## src/rtl/pc_watch_monitor.sv

```systemverilog
// Retired-instruction counter with N programmable PC watchpoints (start/stop/error).
// Optional build macro PCMON_TID_FILTER_EN adds a per-watch thread-ID filter.
package pc_watch_pkg;
    typedef struct packed {
        logic clk;
    } iu_clk_type;
endpackage

module pc_watch_monitor
    import pc_watch_pkg::*;
#(
    parameter int NWATCH    = 4,
    parameter int CNTW      = 32,
    parameter int TIDW      = 6,
    parameter int AUTOSTART = 1,
    localparam int IDXW     = (NWATCH > 1) ? $clog2(NWATCH) : 1
) (
    input  iu_clk_type        gclk,
    input  logic              rst,
    input  logic              commit_valid,
    input  logic [29:0]       commit_pc,
    input  logic [TIDW-1:0]   commit_tid,
    input  logic              cfg_we,
    input  logic [IDXW-1:0]   cfg_idx,
    input  logic [29:0]       cfg_pc,
    input  logic [1:0]        cfg_mode,
    input  logic [TIDW-1:0]   cfg_tid,
    input  logic              clr,
    output logic [CNTW-1:0]   count,
    output logic              running,
    output logic              done,
    output logic              error,
    output logic [NWATCH-1:0] hit,
    output logic              overflow
);

    localparam logic [1:0] M_OFF   = 2'd0;
    localparam logic [1:0] M_START = 2'd1;
    localparam logic [1:0] M_STOP  = 2'd2;
    localparam logic [1:0] M_ERROR = 2'd3;

    typedef enum logic [1:0] {IDLE, RUN, DONE} state_t;
    localparam state_t INIT = (AUTOSTART != 0) ? RUN : IDLE;

    logic clk;
    assign clk = gclk.clk;

    logic [29:0] wpc  [NWATCH];
    logic [1:0]  wmode[NWATCH];
`ifdef PCMON_TID_FILTER_EN
    logic [TIDW-1:0] wtid[NWATCH];
`else
    logic unused_tid;
    assign unused_tid = ^{commit_tid, cfg_tid};
`endif

    always_ff @(posedge clk or posedge rst) begin
        if (rst) begin
            for (int i = 0; i < NWATCH; i++) begin
                wpc[i]   <= '0;
                wmode[i] <= M_OFF;
`ifdef PCMON_TID_FILTER_EN
                wtid[i]  <= '0;
`endif
            end
        end else if (cfg_we) begin
            // Indices beyond NWATCH select nothing and are dropped.
            for (int i = 0; i < NWATCH; i++) begin
                if (cfg_idx == IDXW'(i)) begin
                    wpc[i]   <= cfg_pc;
                    wmode[i] <= cfg_mode;
`ifdef PCMON_TID_FILTER_EN
                    wtid[i]  <= cfg_tid;
`endif
                end
            end
        end
    end

    logic [NWATCH-1:0] match;
    logic              any_start;
    logic              any_stop;
    logic              any_err;

    always_comb begin
        match     = '0;
        any_start = 1'b0;
        any_stop  = 1'b0;
        any_err   = 1'b0;
        for (int i = 0; i < NWATCH; i++) begin
            match[i] = commit_valid && (wmode[i] != M_OFF)
                       && (commit_pc == wpc[i]);
`ifdef PCMON_TID_FILTER_EN
            match[i] = match[i] && (commit_tid == wtid[i]);
`endif
            if (match[i] && wmode[i] == M_START) any_start = 1'b1;
            if (match[i] && wmode[i] == M_STOP)  any_stop  = 1'b1;
            if (match[i] && wmode[i] == M_ERROR) any_err   = 1'b1;
        end
    end

    state_t state;
    logic   count_en;

    // The commit that starts or stops the run is itself counted.
    assign count_en = commit_valid
                      && (state == RUN || (state == IDLE && any_start));

    always_ff @(posedge clk or posedge rst) begin
        if (rst) begin
            state    <= INIT;
            count    <= '0;
            error    <= 1'b0;
            hit      <= '0;
            overflow <= 1'b0;
        end else if (clr) begin
            state    <= INIT;
            count    <= '0;
            error    <= 1'b0;
            hit      <= '0;
            overflow <= 1'b0;
        end else if (commit_valid) begin
            hit <= hit | match;
            if (any_err) error <= 1'b1;
            if (count_en) begin
                if (&count) overflow <= 1'b1;
                else        count    <= count + CNTW'(1);
            end
            unique case (state)
                IDLE: if (any_start) state <= any_stop ? DONE : RUN;
                RUN:  if (any_stop)  state <= DONE;
                DONE: state <= DONE;
                default: state <= INIT;
            endcase
        end
    end

    assign running = (state == RUN);
    assign done    = (state == DONE);

endmodule

```

## config.mk

```make
export PLATFORM = sky130hd
export DESIGN_NAME = pc_watch_monitor
export DESIGN_NICKNAME = d
export VERILOG_FILES = /design/src/rtl/pc_watch_monitor.sv
export SDC_FILE = /design/constraint.sdc
export NUM_CORES = 1
export LEC_CHECK = 0
export ABC_CLOCK_PERIOD_IN_PS = 11700
export BUFFER_PORTS_ARGS = -buffer_cell sky130_fd_sc_hd__buf_2
export CORE_MARGIN = 3
export CORE_UTILIZATION = 62
export CTS_CLUSTER_SIZE = 20
export DETAILED_ROUTE_END_ITERATION = 8
export PLACE_DENSITY = 0.95
export REMOVE_ABC_BUFFERS = 1
export SLEW_MARGIN = 20
export SYNTH_ARGS = -nofsm -noshare
export SYNTH_HDL_FRONTEND = slang
export SYNTH_SLANG_ARGS = --single-unit
```

## constraint.sdc

```tcl
create_clock -name gclk -period 11.7 [get_ports gclk]
set_input_delay 0.585 -clock gclk [delete_from_list [all_inputs] [get_ports gclk]]
set_output_delay 0.585 -clock gclk [all_outputs]
set_load 0.005 [all_outputs]
```

==> impl_metrics.tcl, run 1 <==
set metrics [dict create \
    grt_pass1_vias 6811 \
    routed_wl_um 23100 \
    grt_max_degree 88 \
    synth-compound-area-share_pct 5.30 \
    hold_path.class "in2async" \
    antenna_found_initial 0 \
    synth-edff-count 0 \
    yosys.area_share.adder_pct 0.721 \
    io_pins 121 \
    endpoint_kind "register" \
    hold_buffers 0 \
    yosys.area_share.simple_pct 14.1 \
    dp_slack_ns 8.01 \
    clk_pin_slew_ns 0.06 \
    critPathArrivalTime_ns 3.76 \
    crit_required_ns 12.03 \
    post_drt_via_cell_ratio 6.52 \
    critical_path_class "reg2reg" \
    hpwlAfterDp_um 15900 \
    slew_headroom_pct 47.8 \
    cts_buffer_depth 2 \
    dr.pass1.iters 5 \
    gr-total-overflow 0 \
    dp_cells 1013 \
    drt-initial-drc-count 821 \
    power_mw 1.62 \
    ant_nets 0 \
    nNetsFinal 942 \
    synth-xor-area-share_pct 12.2 \
    rsz0062_at_grt "no" \
    slew_violations 0 \
    grt.total_usage_pct 29.5 \
    root_buffer "clkbuf_16" \
    worst_slack_ns 8.27 \
    rows 42 \
    antenna_cells 0 \
    routabilityCongestion 0.959 \
    finalClockSkew_ns 0.00999 \
    fmaxAchievable_ghz 0.292 \
    ys_seq_area_share_pct 48.4 \
    synth.avg_cell_area_um2 11.5 \
    synthCells 752 \
    clk_latency_ns 0.43 \
    yosys_warnings 0 \
    period_minus_slack_ns 3.43 \
    ctsResizeCount 0 \
    syn_area_um2 8680 \
    finalNonFillerCells 1044 \
    dieHeight_um 124 \
    cts_tree "yes" \
    floorplan.initialDensity_pct 64.5 \
    die-area_um2 15500 \
    area_growth_syn_to_layout_pct 15.1 \
    ys.flop_type "dfrtp_1" \
    drc 0 \
    drive_gt1_share_pct 32.5 \
    synth-seq-cells 168 \
    yosysUniqueCellTypes 43 \
    finalHoldViolCount 0 \
    worstMarginPinSlew_ns 0.782 \
    grt_pass1_wl_um 36200 \
    fillers 896 \
    cts.sinks 168 \
    powerDensity_nw_per_um2 163 \
    synth_top_cell_area_share_pct 48.1 \
    synthMuxAreaShare_pct 17.2 \
    vias 6806 \
    setup_tns_ns 0 \
    synthArstFlopShare_pct 100 \
    synth_top_family_by_area "multiplexers" \
    netlist_top_cells_area "dfrtp_1, mux2_2, xor2_1" \
    core_area_um2 13500 \
    cts_max_level 4 \
    yosysTopAreaCell "dfrtp_1" \
    port_buffers 108 \
    peakVddDrop_uv 114 \
    setup_viol 0 \
    finalCritPeriodShare_pct 29.3 \
    max_cap_violations 0 \
    p_leak_nw 4.30 \
    crit_path_start_kind "register" \
    wl_per_cell_um 22.1 \
    die_w_um 124 \
    numCtsBuffers 17 \
    crit_fanout 59 \
    status "finished, final reports clean" \
    post_cts.repair.setup_buffers 0 \
]
-- final cells by class --
type | count | area, um^2 | area share, %
multi-input combinational | 539 | 4320 | 43.2
sequential | 168 | 4210 | 42.1
timing repair buffer | 114 | 589 | 5.90
clock buffer | 22 | 474 | 4.75
tap | 176 | 220 | 2.20
clock inverter | 9 | 116 | 1.16
inverter | 16 | 65.1 | 0.651
-- metrics by stage --
step           hold slack (ns)  area [um^2]  util [%]
4_1_cts                  0.323         9980      74.2
3_3_place_gp             0.478         9390      69.8
2_1_floorplan            0.486         8570         -
3_5_place_dp             0.501         9390      69.8
6_report                 0.286         9990      74.2
5_1_grt                  0.345         9990      74.2
-- critical path, stage by stage (launching register included) --
cell	delay (ns)
dfrtp_1	0.39
xor2_1	0.19
nor4_1	0.28
or4b_1	0.47
or4_4	0.54
a41oi_2	0.31
o211ai_4	0.09
buf_4	0.29
or4_1	0.53
a21oi_1	0.22
-- placed cells by master, fill, tap and decap left out, types with 9 or more instances in the layout --
master / n
nand2_1: 25
buf_2: 108
a21oi_1: 29
o21ai_0: 9
nor2_1: 21
dfrtp_1: 167
xor2_1: 121
inv_1: 15
clkbuf_16: 17
o31ai_1: 21
nor4_1: 60
nand3_1: 13
or4_1: 24
nand4_1: 20
nor3_1: 14
mux2_2: 128
-- worst paths after layout --
kind / from / to / slack, ns / cells after the start
setup / recovery: wpc[117] / count[13] / 8.27 / 9
hold / removal: rst / count[1] / 0.29 / 2
setup reg to reg: wpc[117] / count[13] / 8.27 / 9
hold reg to reg: error / error / 0.52 / 1
max in group asynchronous: rst / wpc[59] / 10.17 / 3
min in group gclk: cfg_pc[22] / wpc[82] / 0.42 / 2
-- registers in the layout (all words and copies together) (netlist names) --
name and flops:
wpc 120, count 32, wmode 8, hit 4, state 2, error 1
overflow 1
-- cell usage after synthesis (all sizes together) (2+ instances only) --
cell type,n
buf,6
or4,25
ha,5
mux2i,2
nand3b,2
nor3,14
inv,16
nand2b,5
nor2b,3
or3,5
o31ai,21
nand2,25
o2111ai,2
and2,2
dfrtp,167
o31a,3
nor4,60
nand3,13
and4,5
a21oi,29
or4b,3
mux2,131
clkbuf,23
or2,3
nand4,20
xor2,121
o21a,2
o21ai,9
nor2,21
-- cells by family (layout without fill, tap and decap cells) --
family / after synthesis / in the layout
xor+xnor: 121 / 121
compound gates: 71 / 71
fa+ha+maj: 5 / 5
buf+inv: 45 / 161
flops: 168 / 168
simple gates: 209 / 209
mux: 133 / 133
-- report_power, final --
group / switching [mW] / internal (mW) / total, mW
sequential: 0.0689 / 0.668 / 0.736
combinational: 0.182 / 0.135 / 0.316
clock: 0.239 / 0.332 / 0.571
total: 0.489 / 1.13 / 1.62
-- per-layer routing --
| metal | GRT usage, % | share of wire (%) |
|---|---|---|
| met5 | 0 | 0 |
| met4 | 13.1 | 4.2 |
| met3 | 8.06 | 8.1 |
| met2 | 48.3 | 49 |
| met1 | 36.9 | 39 |
No activity file was read; power rests on OpenSTA's default activity.
==> inputs of run 2 (changes only) <==
--- a/config.mk
+++ b/config.mk
@@ -5,13 +5,14 @@
 export SDC_FILE = /design/constraint.sdc
 export NUM_CORES = 1
 export LEC_CHECK = 0
-export ABC_CLOCK_PERIOD_IN_PS = 11700
+export ABC_AREA = 1
+export ABC_CLOCK_PERIOD_IN_PS = 2890
 export BUFFER_PORTS_ARGS = -buffer_cell sky130_fd_sc_hd__buf_2
 export CORE_MARGIN = 3
-export CORE_UTILIZATION = 62
+export CORE_UTILIZATION = 54
 export CTS_CLUSTER_SIZE = 20
 export DETAILED_ROUTE_END_ITERATION = 8
-export PLACE_DENSITY = 0.95
+export PLACE_DENSITY = 0.89
 export REMOVE_ABC_BUFFERS = 1
 export SLEW_MARGIN = 20
 export SYNTH_ARGS = -nofsm -noshare
==> constraint.sdc (replaced) <==
create_clock -name gclk -period 2.89 [get_ports gclk]
set_input_delay 0.1445 -clock gclk [delete_from_list [all_inputs] [get_ports gclk]]
set_output_delay 0.1445 -clock gclk [all_outputs]
set_load 0.005 [all_outputs]
==> impl_metrics.tcl, run 2 <==
set metrics [dict create \
    status "finished, final reports clean" \
    reg_top3 "wpc x120, count x32, wmode x8" \
    finalHoldViolCount 0 \
    synth_top_cell_area_share_pct 41.5 \
    period_minus_slack_ns 2.55 \
    port_buffers 108 \
    routabilityCongestion 0.977 \
    crit_top_cell "nand2_2" \
    grt_pass1_vias 9074 \
    slowest_delay_ns 0.42 \
    fin_util_pct 62.3 \
    numCtsBuffers 17 \
    dieHeight_um 143 \
    gr-total-overflow 0 \
    synth-edff-count 0 \
    path_cells "ha_1, nand2_2, nor3_2, nand2_2, nor3_4, nand4_4, nor2_8, nand2_4, nand3_4, buf_4, nand3_1, nand2_1" \
    nNetsFinal 1599 \
    yosys_warnings 0 \
    ant_nets 0 \
    cpMaxStageDelayCell "dfrtp_1" \
    layout.cells.most_common "nand2_1" \
    critPathArrivalTime_ns 2.92 \
    antenna_cells 0 \
    crit_start "count[0]" \
    floorplan.initialDensity_pct 55.6 \
    powerDensity_nw_per_um2 601 \
    netlist_top_cells_area "dfrtp_1, nand2_1, o21ai_0" \
    ys_seq_area_share_pct 41.7 \
    worstHoldStart "cfg_pc[25]" \
    yosysTopAreaCell "dfrtp_1" \
    io_pins 121 \
    setup_tns_ns 0 \
    grt_max_degree 71 \
    dr.pass1.iters 6 \
    die-area_um2 20300 \
    grt.total_usage_pct 28.8 \
    critical_path_class "reg2reg" \
    slew_headroom_pct 46.1 \
    core_area_um2 18100 \
    synthCells 1433 \
    peakVddDrop_uv 416 \
    design_area_um2 11300 \
    crit_path_start_kind "register" \
    yosysUniqueCellTypes 37 \
    power_mw 6.79 \
    area_growth_syn_to_layout_pct 12.1 \
    cts_max_level 4 \
    cts.sinks 168 \
    top_register "wpc" \
    post_drt_via_cell_ratio 5.50 \
    yosysMostFrequentCell "nand2_1" \
    routed_wl_um 28600 \
    wl_per_cell_um 16.3 \
    clk_latency_ns 0.44 \
    die_w_um 143 \
    yosys-top-cells-count "nand2_1, inv_1, dfrtp_1, nor2_1, o21ai_0" \
    dp_slack_ns 0.412 \
    fmaxAchievable_ghz 0.392 \
    hpwlAfterDp_um 21000 \
    finalCritPeriodShare_pct 88.3 \
    p_leak_nw 5.94 \
    cts_tree "yes" \
    max_cap_violations 0 \
    hold_path.class "in2reg" \
    largest_reg_flops 120 \
    crit_fanout 32 \
    drt-initial-drc-count 996 \
    clk_pin_slew_ns 0.07 \
    finalClockSkew_ns 0.0115 \
    worst_slack_ns 0.339 \
    cts_buffer_depth 2 \
    slew_violations 0 \
    drc 0 \
    synthArstFlopShare_pct 100 \
    syn_area_um2 10100 \
    setup_viol 0 \
    drive_gt1_share_pct 11.0 \
    grt_pass1_wl_um 45900 \
    rows 49 \
    reg2reg_from "count[0]" \
    worstMarginPinSlew_ns 0.808 \
    rsz0062_at_grt "no" \
    vias 9646 \
    ys.flop_type "dfrtp_1" \
    place_area_um2 10700 \
    synth.avg_cell_area_um2 7.03 \
    synth-seq-cells 168 \
    antenna_found_initial 0 \
    crit_required_ns 3.26 \
    layout_common_cells "nand2_1, inv_1, dfrtp_1, nor2_1, o21ai_0" \
    post_cts.repair.setup_buffers 0 \
    root_buffer "clkbuf_16" \
    endpoint_kind "register" \
]
[run 2: cell count changes after synthesis, moves of 18 or more]
cell	delta
xor2_1	-100
nand3_1	+68
mux2_2	-128
inv_1	+156
a21oi_1	-18
or4_1	-24
xnor2_1	+75
clkbuf_1	+19
nor2_1	+138
nand2_1	+445
o31ai_1	-21
nor4_1	-58
o21ai_0	+124
[run 2: worst paths after layout]
kind	to	slack [ns]	cells past startpoint
max in group asynchronous	state[0]	1.64	4
min	wpc[85]	0.008	3
min reg2reg	hit[2]	0.50	2
max	count[23]	0.34	12
min in group asynchronous	wpc[65]	0.34	3
max reg2reg	count[23]	0.34	12
[run 2: area by class of cell]
type                       instances  area (um^2)
sequential                       168         4210
clock buffer                      21          440
inverter                         174          658
fill                            1548         6850
multi-input combinational       1035         4990
clock inverter                    11          100
tap                              229          287
timing repair buffer             117          623
[run 2: logic make-up (layout without fill, tap and decap cells)]
group	after synthesis	in the layout	synth area share, %
adder cells (fa/ha/maj)	5	5	0.621
AND/OR/NAND/NOR	787	787	32.9
AO/OA/AOI/OAI	147	147	7.34
buffers and inverters	230	323	9.07
XOR/XNOR	96	96	8.34
flip-flops	168	168	41.7
[run 2: metrics by stage]
stage / std cells / hold WS [ns]
after global placement: 1722 / 0.270
after detailed placement: 1722 / 0.273
after floorplan: 1377 / 0.208
after global routing: 1755 / 0.0210
final: 1755 / 0.00769
after CTS: 1755 / 0.00113
[run 2: routing by layer]
layer | track usage (%) | share of wire [%] | vias to the layer above
li1 | - | - | 4586
met1 | 39.1 | 42 | 4439
met2 | 44.5 | 45 | 514
met3 | 5.76 | 8.6 | 107
met4 | 13.4 | 4.5 | 0
met5 | 0 | 0 | -
[run 2: critical path, delay by kind of cell, from the launching register on]
kind	cells	cell delay, ns
DFF	1	0.42
and+or+nand+nor	10	1.50
adders and majority gates	1	0.20
buffers and inverters	1	0.34
[run 2: report_power, final]
part / leakage, nW / switching [mW] / internal (mW)
combinational: 3.54 / 1.10 / 0.581
clock: 0.249 / 0.974 / 1.18
sequential: 2.15 / 0.279 / 2.67
total: 5.94 / 2.36 / 4.44
[run 2: repair_timing]
| item | CTS | global route |
|---|---|---|
| endpoints found under the setup margin | 0 | 0 |
| hold endpoints to repair | 66 | 0 |
| hold buffers | 1 | 0 |
| gates resized for setup | 0 | 0 |
==> inputs of run 3 (changes only) <==
--- a/config.mk
+++ b/config.mk
@@ -8,6 +8,7 @@
 export ABC_AREA = 1
 export ABC_CLOCK_PERIOD_IN_PS = 2890
 export BUFFER_PORTS_ARGS = -buffer_cell sky130_fd_sc_hd__buf_2
+export CORE_ASPECT_RATIO = 0.6
 export CORE_MARGIN = 3
 export CORE_UTILIZATION = 54
 export CTS_CLUSTER_SIZE = 20
==> impl_metrics.tcl, run 3 (synthesized netlist as in run 2, its figures left out) <==
set metrics [dict create \
    p_leak_nw 5.97 \
    drive_gt1_share_pct 11.3 \
    crit_required_ns 3.26 \
    hpwlAfterDp_um 22400 \
    vias 9644 \
    dr.pass1.iters 6 \
    area_growth_syn_to_layout_pct 12.6 \
    rsz0062_at_grt "no" \
    layout.cells.most_common "nand2_1" \
    largest_reg_flops 120 \
    cts_buffer_depth 2 \
    drc 0 \
    die_w_um 182 \
    slew_headroom_pct 54.4 \
    routed_wl_um 29900 \
    setup_viol 0 \
    top_register "wpc" \
    root_buffer "clkbuf_16" \
    finalCritPeriodShare_pct 90.9 \
    reg2reg_from "count[0]" \
    grt_pass1_wl_um 47700 \
    peakVddDrop_uv 466 \
    powerDensity_nw_per_um2 606 \
    slew_violations 0 \
    clk_latency_ns 0.44 \
    layout_common_cells "nand2_1, inv_1, dfrtp_1, nor2_1, o21ai_0" \
    cts.sinks 168 \
    antenna_found_initial 1 \
    die-area_um2 20400 \
    crit_start "count[0]" \
    wl_per_cell_um 16.9 \
    reg_top3 "wpc x120, count x32, wmode x8" \
    endpoint_kind "register" \
    grt_max_degree 65 \
    critical_path_class "reg2reg" \
    finalHoldViolCount 0 \
    fin_util_pct 62.5 \
    max_cap_violations 0 \
    hold_path.class "in2reg" \
    dieHeight_um 112 \
    cts_max_level 4 \
    numCtsBuffers 17 \
    io_pins 121 \
    dp_cells 1735 \
    nNetsFinal 1601 \
    period_minus_slack_ns 2.63 \
    grt_pass1_vias 8975 \
    worstHoldStart "cfg_pc[14]" \
    crit_fanout 32 \
    ant_nets 0 \
    routabilityCongestion 0.992 \
    finalClockSkew_ns 0.0148 \
    clk_pin_slew_ns 0.07 \
    port_buffers 108 \
    antenna_cells 0 \
    grt.total_usage_pct 30.0 \
    post_cts.repair.setup_buffers 0 \
    post_drt_via_cell_ratio 5.45 \
    crit_path_start_kind "register" \
    worstMarginPinSlew_ns 0.683 \
    rows 38 \
    cts_tree "yes" \
    floorplan.initialDensity_pct 55.5 \
    core_area_um2 18200 \
    critPathArrivalTime_ns 2.99 \
    fmaxAchievable_ghz 0.381 \
    status "finished, final reports clean" \
    drt-initial-drc-count 1353 \
    finalNonFillerCells 1768 \
    gr-total-overflow 0 \
]
==> run 3: final timing paths <==
check	end	slack, ns	cells past startpoint
min	wpc[104]	0.01	3
max reg2reg	count[21]	0.26	12
min reg2reg	wpc[106]	0.50	2
min in group asynchronous	count[17]	0.33	3
max in group asynchronous	wpc[48]	1.82	4
max	count[21]	0.26	12
==> run 3: timing repair <==
item,4_1_cts,5_1_grt
setup endpoints to repair,0,0
resized for setup,0,0
hold buffers,1,0
hold endpoints to repair,56,0
==> run 3: power by group <==
part           internal, mW  switching [mW]
combinational         0.590            1.14
clock                  1.19            1.02
sequential             2.67           0.277
total                  4.45            2.43
==> run 3: final cells by class <==
cell class	instances	area, um^2
clock buffer	18	429
clock inverter	14	125
fill	1635	6810
inverter	174	658
multi-input combinational	1035	4990
sequential	168	4210
tap	240	300
timing repair buffer	119	651
==> run 3: stage by stage <==
| stage | setup TNS, ns | instance area [um^2] | hold slack, ns | setup slack, ns | power [mW] |
|---|---|---|---|---|---|
| after global placement | 0 | 10800 | 0.258 | 0.444 | 4.59 |
| after floorplan | -301.07 | 9820 | 0.208 | -1.80 | 4.02 |
| final | 0 | 11400 | 0.0135 | 0.263 | 6.88 |
| after CTS | 0 | 11300 | 0.00617 | 0.302 | 6.85 |
| after global routing | 0 | 11400 | 0.0216 | 0.0713 | 7.24 |
| after detailed placement | 0 | 10800 | 0.255 | 0.321 | 4.65 |
==> run 3: routing by layer <==
metal	track usage (%)	routed length, um
met3	9.44	3530
met4	5.38	323
met2	41.3	12000
met5	0	13
met1	46.5	14100
==> run 3: critical path, cell delays in order, from the launching register on <==
cell,delay (ns)
dfrtp_1,0.42
ha_1,0.21
nand2_2,0.09
nor3_2,0.26
nand2_2,0.13
nor3_4,0.27
nand4_4,0.20
nor2_8,0.19
nand2_4,0.08
nand3_4,0.11
buf_4,0.35
nand3_1,0.13
nand2_1,0.11
